--- config.mk ---
export PLATFORM = sky130hd
export DESIGN_NAME = instruction_decode
export DESIGN_NICKNAME = d
export VERILOG_FILES = /design/src/rtl/instruction_decode.sv
export SDC_FILE = /design/constraint.sdc
export NUM_CORES = 2
export LEC_CHECK = 0
export ABC_AREA = 0
export BUFFER_PORTS_ARGS = -buffer_cell sky130_fd_sc_hd__buf_2
export CAP_MARGIN = 20
export CORE_MARGIN = 3
export CORE_UTILIZATION = 50
export DETAILED_ROUTE_END_ITERATION = 7
export HOLD_SLACK_MARGIN = 0.03
export PLACE_DENSITY = 0.67
export SLEW_MARGIN = 20
export SYNTH_ARGS = -nofsm -noshare
export SYNTH_HDL_FRONTEND = slang
export SYNTH_SLANG_ARGS = --single-unit
--- constraint.sdc ---
create_clock -name clk -period 4 [get_ports clk]
set_input_delay 0 -clock clk [delete_from_list [all_inputs] [get_ports clk]]
set_output_delay 0 -clock clk [all_outputs]
set_load 0.005 [all_outputs]
--- src/rtl/instruction_decode.sv ---
// ID stage: register file, decode into the ID/EX register, branch/jump resolution in ID,
// load-use and branch-operand hazard detection, and steering of the fetch-stage muxes.
module instruction_decode #(
  parameter int DATA_W = 32,
  parameter int REG_AW = 5
) (
  input  logic              clk,
  input  logic              rst_n,
  input  logic [DATA_W-1:0] ir2,
  input  logic [DATA_W-1:0] pc2,
  input  logic              wb_we,
  input  logic [REG_AW-1:0] wb_addr,
  input  logic [DATA_W-1:0] wb_data,
  input  logic              exm_reg_write,
  input  logic              exm_mem_read,
  input  logic [REG_AW-1:0] exm_dest,
  input  logic [DATA_W-1:0] exm_result,
  output logic [1:0]        pc_sel,
  output logic [1:0]        ir_sel,
  output logic              pc2_sel,
  output logic [DATA_W-1:0] branch_address,
  output logic [DATA_W-1:0] idex_rs_val,
  output logic [DATA_W-1:0] idex_rt_val,
  output logic [DATA_W-1:0] idex_imm,
  output logic [REG_AW-1:0] idex_dest,
  output logic [2:0]        idex_alu_op,
  output logic              idex_alu_src_imm,
  output logic              idex_mem_read,
  output logic              idex_mem_write,
  output logic              idex_reg_write,
  output logic [DATA_W-1:0] idex_pc,
  output logic              illegal_instr
);

  logic [DATA_W-1:0] rf_r [2**REG_AW];

  logic [5:0]        op_s;
  logic [5:0]        funct_s;
  logic [REG_AW-1:0] rs_s;
  logic [REG_AW-1:0] rt_s;
  logic [REG_AW-1:0] rd_s;
  logic [15:0]       imm_s;
  logic              is_r_s, is_addi_s, is_lw_s, is_sw_s, is_beq_s, is_bne_s, is_j_s;
  logic              illegal_s;
  logic [2:0]        alu_op_s;
  logic [DATA_W-1:0] rs_rd_s, rt_rd_s, cmp_a_s, cmp_b_s;
  logic              uses_rs_s, uses_rt_s, is_br_s;
  logic              load_use_s, br_haz_s, stall_s, taken_s, redirect_s, issue_s;

  logic [DATA_W-1:0] idex_rs_val_r, idex_rt_val_r, idex_imm_r, idex_pc_r;
  logic [REG_AW-1:0] idex_dest_r;
  logic [2:0]        idex_alu_op_r;
  logic              idex_alu_src_imm_r, idex_mem_read_r, idex_mem_write_r, idex_reg_write_r;
  logic              illegal_instr_r;

  assign op_s    = ir2[31:26];
  assign rs_s    = ir2[25:21];
  assign rt_s    = ir2[20:16];
  assign rd_s    = ir2[15:11];
  assign funct_s = ir2[5:0];
  assign imm_s   = ir2[15:0];

  // Register file write port; r0 is never written
  always_ff @(posedge clk or negedge rst_n) begin
    if (!rst_n) begin
      for (int i = 0; i < 2**REG_AW; i++) rf_r[i] <= {DATA_W{1'b0}};
    end else if (wb_we && (wb_addr != {REG_AW{1'b0}})) begin
      rf_r[wb_addr] <= wb_data;
    end
  end

  // Opcode/funct classification
  always_comb begin
    is_r_s = 1'b0; is_addi_s = 1'b0; is_lw_s = 1'b0; is_sw_s = 1'b0;
    is_beq_s = 1'b0; is_bne_s = 1'b0; is_j_s = 1'b0; illegal_s = 1'b0;
    alu_op_s = 3'd0;
    case (op_s)
      6'h00: begin
        if (ir2 == {DATA_W{1'b0}}) begin
          is_r_s = 1'b0;
        end else begin
          case (funct_s)
            6'h20:   begin is_r_s = 1'b1; alu_op_s = 3'd0; end
            6'h22:   begin is_r_s = 1'b1; alu_op_s = 3'd1; end
            6'h24:   begin is_r_s = 1'b1; alu_op_s = 3'd2; end
            6'h25:   begin is_r_s = 1'b1; alu_op_s = 3'd3; end
            6'h2A:   begin is_r_s = 1'b1; alu_op_s = 3'd4; end
            default: illegal_s = 1'b1;
          endcase
        end
      end
      6'h08:   is_addi_s = 1'b1;
      6'h23:   is_lw_s   = 1'b1;
      6'h2B:   is_sw_s   = 1'b1;
      6'h04:   is_beq_s  = 1'b1;
      6'h05:   is_bne_s  = 1'b1;
      6'h02:   is_j_s    = 1'b1;
      default: illegal_s = 1'b1;
    endcase
  end

  // Register reads with same-cycle writeback bypass, then EX/MEM ALU forwarding for compares
  always_comb begin
    if (rs_s == {REG_AW{1'b0}}) rs_rd_s = {DATA_W{1'b0}};
    else if (wb_we && (wb_addr == rs_s)) rs_rd_s = wb_data;
    else rs_rd_s = rf_r[rs_s];
    if (rt_s == {REG_AW{1'b0}}) rt_rd_s = {DATA_W{1'b0}};
    else if (wb_we && (wb_addr == rt_s)) rt_rd_s = wb_data;
    else rt_rd_s = rf_r[rt_s];
    if (exm_reg_write && !exm_mem_read && (exm_dest == rs_s) && (rs_s != {REG_AW{1'b0}}))
      cmp_a_s = exm_result;
    else
      cmp_a_s = rs_rd_s;
    if (exm_reg_write && !exm_mem_read && (exm_dest == rt_s) && (rt_s != {REG_AW{1'b0}}))
      cmp_b_s = exm_result;
    else
      cmp_b_s = rt_rd_s;
  end

  assign is_br_s   = is_beq_s | is_bne_s;
  assign uses_rs_s = is_r_s | is_addi_s | is_lw_s | is_sw_s | is_br_s;
  assign uses_rt_s = is_r_s | is_sw_s | is_br_s;

  assign load_use_s = idex_mem_read_r && (idex_dest_r != {REG_AW{1'b0}}) &&
                      ((uses_rs_s && (idex_dest_r == rs_s)) || (uses_rt_s && (idex_dest_r == rt_s)));
  // A branch cannot compare against a value still in EX, nor a load still in MEM
  assign br_haz_s = is_br_s &&
    (((rs_s != {REG_AW{1'b0}}) && ((idex_reg_write_r && (idex_dest_r == rs_s)) ||
                                   (exm_mem_read && (exm_dest == rs_s)))) ||
     ((rt_s != {REG_AW{1'b0}}) && ((idex_reg_write_r && (idex_dest_r == rt_s)) ||
                                   (exm_mem_read && (exm_dest == rt_s)))));
  assign stall_s    = load_use_s | br_haz_s;
  assign taken_s    = is_j_s | (is_beq_s && (cmp_a_s == cmp_b_s)) | (is_bne_s && (cmp_a_s != cmp_b_s));
  assign redirect_s = taken_s && !stall_s;
  assign issue_s    = !stall_s && (is_r_s | is_addi_s | is_lw_s | is_sw_s);

  assign branch_address = is_j_s ? {pc2[31:28], ir2[25:0], 2'b00}
                                 : pc2 + {{14{imm_s[15]}}, imm_s, 2'b00};

  // Fetch mux steering: reset > stall > redirect > sequential
  always_comb begin
    if (!rst_n) begin
      pc_sel = 2'd0; ir_sel = 2'd1; pc2_sel = 1'b0;
    end else if (stall_s) begin
      pc_sel = 2'd2; ir_sel = 2'd2; pc2_sel = 1'b1;
    end else if (redirect_s) begin
      pc_sel = 2'd3; ir_sel = 2'd1; pc2_sel = 1'b0;
    end else begin
      pc_sel = 2'd1; ir_sel = 2'd0; pc2_sel = 1'b0;
    end
  end

  // ID/EX pipeline register; anything not issued becomes an all-zero bubble
  always_ff @(posedge clk or negedge rst_n) begin
    if (!rst_n) begin
      idex_rs_val_r <= {DATA_W{1'b0}}; idex_rt_val_r <= {DATA_W{1'b0}};
      idex_imm_r <= {DATA_W{1'b0}}; idex_pc_r <= {DATA_W{1'b0}};
      idex_dest_r <= {REG_AW{1'b0}}; idex_alu_op_r <= 3'd0;
      idex_alu_src_imm_r <= 1'b0; idex_mem_read_r <= 1'b0;
      idex_mem_write_r <= 1'b0; idex_reg_write_r <= 1'b0;
      illegal_instr_r <= 1'b0;
    end else begin
      illegal_instr_r <= illegal_s;
      if (issue_s) begin
        idex_rs_val_r      <= rs_rd_s;
        idex_rt_val_r      <= rt_rd_s;
        idex_imm_r         <= {{16{imm_s[15]}}, imm_s};
        idex_pc_r          <= pc2;
        idex_dest_r        <= is_r_s ? rd_s : ((is_addi_s | is_lw_s) ? rt_s : {REG_AW{1'b0}});
        idex_alu_op_r      <= alu_op_s;
        idex_alu_src_imm_r <= is_addi_s | is_lw_s | is_sw_s;
        idex_mem_read_r    <= is_lw_s;
        idex_mem_write_r   <= is_sw_s;
        idex_reg_write_r   <= is_r_s | is_addi_s | is_lw_s;
      end else begin
        idex_rs_val_r <= {DATA_W{1'b0}}; idex_rt_val_r <= {DATA_W{1'b0}};
        idex_imm_r <= {DATA_W{1'b0}}; idex_pc_r <= {DATA_W{1'b0}};
        idex_dest_r <= {REG_AW{1'b0}}; idex_alu_op_r <= 3'd0;
        idex_alu_src_imm_r <= 1'b0; idex_mem_read_r <= 1'b0;
        idex_mem_write_r <= 1'b0; idex_reg_write_r <= 1'b0;
      end
    end
  end

  assign idex_rs_val      = idex_rs_val_r;
  assign idex_rt_val      = idex_rt_val_r;
  assign idex_imm         = idex_imm_r;
  assign idex_pc          = idex_pc_r;
  assign idex_dest        = idex_dest_r;
  assign idex_alu_op      = idex_alu_op_r;
  assign idex_alu_src_imm = idex_alu_src_imm_r;
  assign idex_mem_read    = idex_mem_read_r;
  assign idex_mem_write   = idex_mem_write_r;
  assign idex_reg_write   = idex_reg_write_r;
  assign illegal_instr    = illegal_instr_r;

endmodule

==> out/qor_table.md <==
| Stage | Parameter | Reported |
| --- | --- | --- |
| run status | Outcome | complete, but fails checks |
| run status | Violated checks | setup timing |
| yosys | Area fraction in compound gates after synthesis | 7.05% |
| timing | Final critical path time including I/O delays and setup | 4.31 ns |
| setup path | Reg2reg start | idex_dest[1] |
| flow run | Max-capacitance violation count | 0 |
| finish | Footprint of the flip-flops and latches | 28800 sq um |
| routing | Count of nets left with antenna violations after detail routing | 0 |
| power and ir drop | Cell area power density | 478 nW/um^2 |
| yosys | Multiplexer share of the synthesized area | 36.6% |
| grt | GR Layer Usage met2 | 52.2% |
| finish | Number of standard cells in the layout, taps in and fillers out | 6864 |
| cts | Clock-pin slew reported for the worst setup and hold paths after clock tree synthesis | 0.07 ns |
| timing | Remaining max-slew budget at the tightest pin | 27.1% |
| yosys | Async SR Flop Fraction | 100% |
| grt | Peak-usage layer in the global routing report | met2 |
| timing | Max Clock Freq | 232 MHz |
| timing | Final worst clock skew | 0.0301 ns |
| cts | Sink count of the clock tree | 1149 |
| cts | Buffer depth of the longest clock path | 3 |
| grt | Pin count of the biggest net entering global routing | 111 |
| routing | Post-detailed-routing wire length | 234 mm |
| yosys | Total nets after synthesis | 4828 |
| power and ir drop | Total power consumption of the routed design | 35.4 mW |
| floorplanning | Area of the die | 131000 sq um |
| routing | Initial drt markers | 6075 |
| finish | Fraction of final layout cells with drive strength greater than 1 | 46.7% |
| timing | Tightest Pin Transition | 1.09 ns |
| timing | Number of slew-limit violations in the final report | 0 |
| grt | Antenna violations before repair | 17 |
| floorplanning | DIE HEIGHT | 362 microns |
| cts | Cts bufs inserted | 120 |
| grt | Vias in the first global route | 47497 |
| finish | Area of the multi-input gates | 32200 sq um |
| setup path | Type of the worst setup path | reg -> out |
| yosys | Syn. warnings | 0 |
| floorplanning | Placeable core area | 125000 sq um |
| placement | Routability cong. | 0.950 |
| timing | PnR worst setup slack | -0.311 ns |
| routing | Routed len/inst | 34.0 microns |
| setup path | Type of origin of the critical path | flip-flop |
| floorplanning | Effective utilization at floorplan | 50.8% |
| floorplanning | Chip width | 362 microns |
| timing | Unrepaired setup endpoints after global routing | yes |
| yosys | Dominant combinational cell family by area after synthesis | multiplexers |
| setup path | Worst EP required | 4.00 ns |
| grt | Global Route met1 Usage | 47.1% |
| setup path | Kind of end point of the critical path | output pin |
| power and ir drop | Static leakage power | 32.9 nW |
| power and ir drop | Peak supply drop | 0.429 mV |
| cts | Clock insertion delay at the later pin of the skew report | 0.77 ns |
| setup path | Critical path data arrival time | 4.31 ns |
| grt | GR met3 Demand/Resource | 12.1% |
| floorplanning | # rows | 129 |
| timing | Final hold violation count | 0 |
| yosys | EDFF count, synth | 0 |
| yosys | Share of synthesized area occupied by flip-flops and latches | 45.4% |
| yosys | Cells after Synth | 4655 |
| cts | CTS tree | yes |
| min path | Hold Crit Class | in -> reg |
| routing | Number of DRC violations after detailed routing | 0 |
| setup path | Largest fanout of any net on the critical path | 3 |
| min path | Launch point of the worst hold path | pc2[7] |
| yosys | Yosys cell types | 91 |
| cts | Htree depth | 3 |
| timing | Post-route clock period utilization | 108% |
| grt | Overall global routing resource usage | 35.4% |
| yosys | Simple-gate portion of the synthesized area | 4.86% |
| yosys | Synth Area in Adders | 0.604% |
| routing | Overall via count from detail_route | 47452 |
| yosys | Number of flip-flops and latches in the synthesized netlist | 1149 |
| finish | FILL cells | 9727 |
| yosys | Area of the mapped netlist | 63300 sq um |
| placement | Post-DP HPWL | 155 mm |
| routing | Number of detailed-routing iterations run before antenna repair | 8 |
| yosys | Xor-xnor portion of the synthesized cell area | 1.19% |
| placement | Minimum setup slack after placement | -0.0616 ns |
| placement | Port Buf Inserts | 320 |
| grt | First-pass GRT wire length | 338 mm |
| finish | Post-layout net count | 5290 |
| routing | Vias per Instance | 6.91 |
| setup path | First element of the critical path | rf_r[217] |
| yosys | Average instance area after synthesis | 13.6 sq um |
| timing | Number of setup violations in the final report | 2 |
| floorplanning | Num ports | 321 |
| timing | Tightest hold margin | 0.0509 ns |
| placement | Count of placed standard cells including taps | 6491 |
| finish | P&R area growth vs syn | 16.9% |
| grt | Global-route congestion overflow total | 0 |
| cts | Root buffer cell | sky130_fd_sc_hd__clkbuf_16 |
| yosys | Dominant register cell in the synthesized netlist | sky130_fd_sc_hd__dfrtp_1 |
-- final cells by class --
class | count | area share, %
Inverter | 26 | 0.132
Antenna cell | 12 | 0.0405
Tap cell | 1637 | 2.77
Clock buffer | 173 | 4.83
Timing Repair Buffer | 823 | 8.93
Sequential cell | 1149 | 38.8
Clock inverter | 47 | 0.961
Multi-Input combinational cell | 2997 | 43.5
-- critical path, stage by stage, from the launching register on --
cell and delay [ns]:
sky130_fd_sc_hd__dfrtp_1 0.40, sky130_fd_sc_hd__mux4_2 0.45, sky130_fd_sc_hd__mux2_2 0.30, sky130_fd_sc_hd__o22ai_4 0.18, sky130_fd_sc_hd__a221oi_4 0.09, sky130_fd_sc_hd__a22oi_2 0.36
sky130_fd_sc_hd__buf_4 0.18, sky130_fd_sc_hd__xor2_1 0.14, sky130_fd_sc_hd__a21oi_1 0.10, sky130_fd_sc_hd__a211oi_2 0.25, sky130_fd_sc_hd__and4_4 0.27, sky130_fd_sc_hd__nand4b_1 0.15
sky130_fd_sc_hd__buf_4 0.17, sky130_fd_sc_hd__o2111ai_1 0.21, sky130_fd_sc_hd__nand3_1 0.13, sky130_fd_sc_hd__buf_2 0.16
-- through the flow --
step	TNS (ns)	area (sq um)	utilization (%)
after floorplan	0	63300	-
after global placement	-0.149	68100	54.6
after detailed placement	-0.0956	68100	54.6
after CTS	-0.569	73900	59.2
after global routing	-0.835	74000	59.3
final	-0.577	74100	59.4
-- kinds of logic (layout without fill, tap and decap cells) --
group,after synthesis,count (layout)
AOI/OAI and AO/OA,638,638
and+or+nand+nor,624,624
adders and majority gates,30,30
other,0,12
muxes,1620,1620
buffers and inverters,509,1069
xor gates and xnor gates,85,85
DFF,1149,1149
-- repair_timing --
action / 4_1_cts / 5_1_grt
setup buffers: 1 / 5
pin swaps: 6 / 6
endpoints found under the hold margin: 1731 / 0
gates resized for setup: 21 / 13
endpoints found under the setup margin: 2 / 7
hold buffers: 135 / 0
-- power by group --
group	leakage, nW	total, mW	switching (mW)	internal, mW
combinational	16.0	8.03	3.64	4.38
clock	2.10	12.2	5.01	7.22
sequential	14.9	15.1	1.51	13.6
total	32.9	35.4	10.2	25.2
-- routing by layer --
layer,up-vias,share of wire (%)
met5,-,0.027
li1,18738,-
met1,24797,38
met3,683,13
met2,3224,44
met4,10,5.4
-- cells in the final DEF, fill, tap and decap left out, drive strengths merged, types with 66 or more instances in the layout --
cell type    synthesis  final
buf                214    689
o21ai               95     95
and2                66     66
nor2               159    159
mux2               994    994
mux2i              174    174
a21oi               91     91
mux4               452    452
a22oi               97     97
clkbuf             269    173
dlygate4sd3          0    134
nand2              172    172
o22ai              120    120
dfrtp             1149   1149
-- path summary, 6_finish.rpt --
check,cells after the start,slack (ns),to
hold reg to reg,0,0.40,rf_r[1016]
hold / removal,3,0.05,idex_pc[7]
max in group asynchronous,5,2.42,rf_r[679]
min in group asynchronous,4,0.59,rf_r[584]
setup / recovery,15,-0.31,pc_sel[1]
setup reg to reg,7,0.76,idex_alu_op[2]
-- sequential cells by signal, summed over array words and instances, names as in the netlist, 3 cells and up --
name / flops
idex_imm: 16
idex_rt_val: 32
idex_alu_op: 3
idex_rs_val: 32
idex_pc: 32
idex_dest: 5
rf_r: 1024
-- synth_stat cells, drive strengths merged (13+ instances only) --
library cell,n,area share [%]
mux2i,174,2.7
xor2,39,0.54
a22o,18,0.25
buf,214,2.6
a211oi,38,0.47
mux4,452,16
ha,29,0.57
o221ai,22,0.33
mux2,994,18
a22oi,97,1.1
nor2b,21,0.21
o21a,13,0.15
nor3,59,0.48
xnor2,46,0.65
a21oi,91,0.72
and2,66,0.65
a221oi,33,0.49
nor2,159,0.95
nand2,172,1.0
o21ai,95,0.75
nand3,30,0.24
nand2b,14,0.14
o211ai,13,0.19
clkbuf,269,1.6
o22ai,120,1.2
nor4,22,0.26
or3,13,0.13
inv,24,0.14
dfrtp,1149,45
Power figures use the tool's default switching activity.
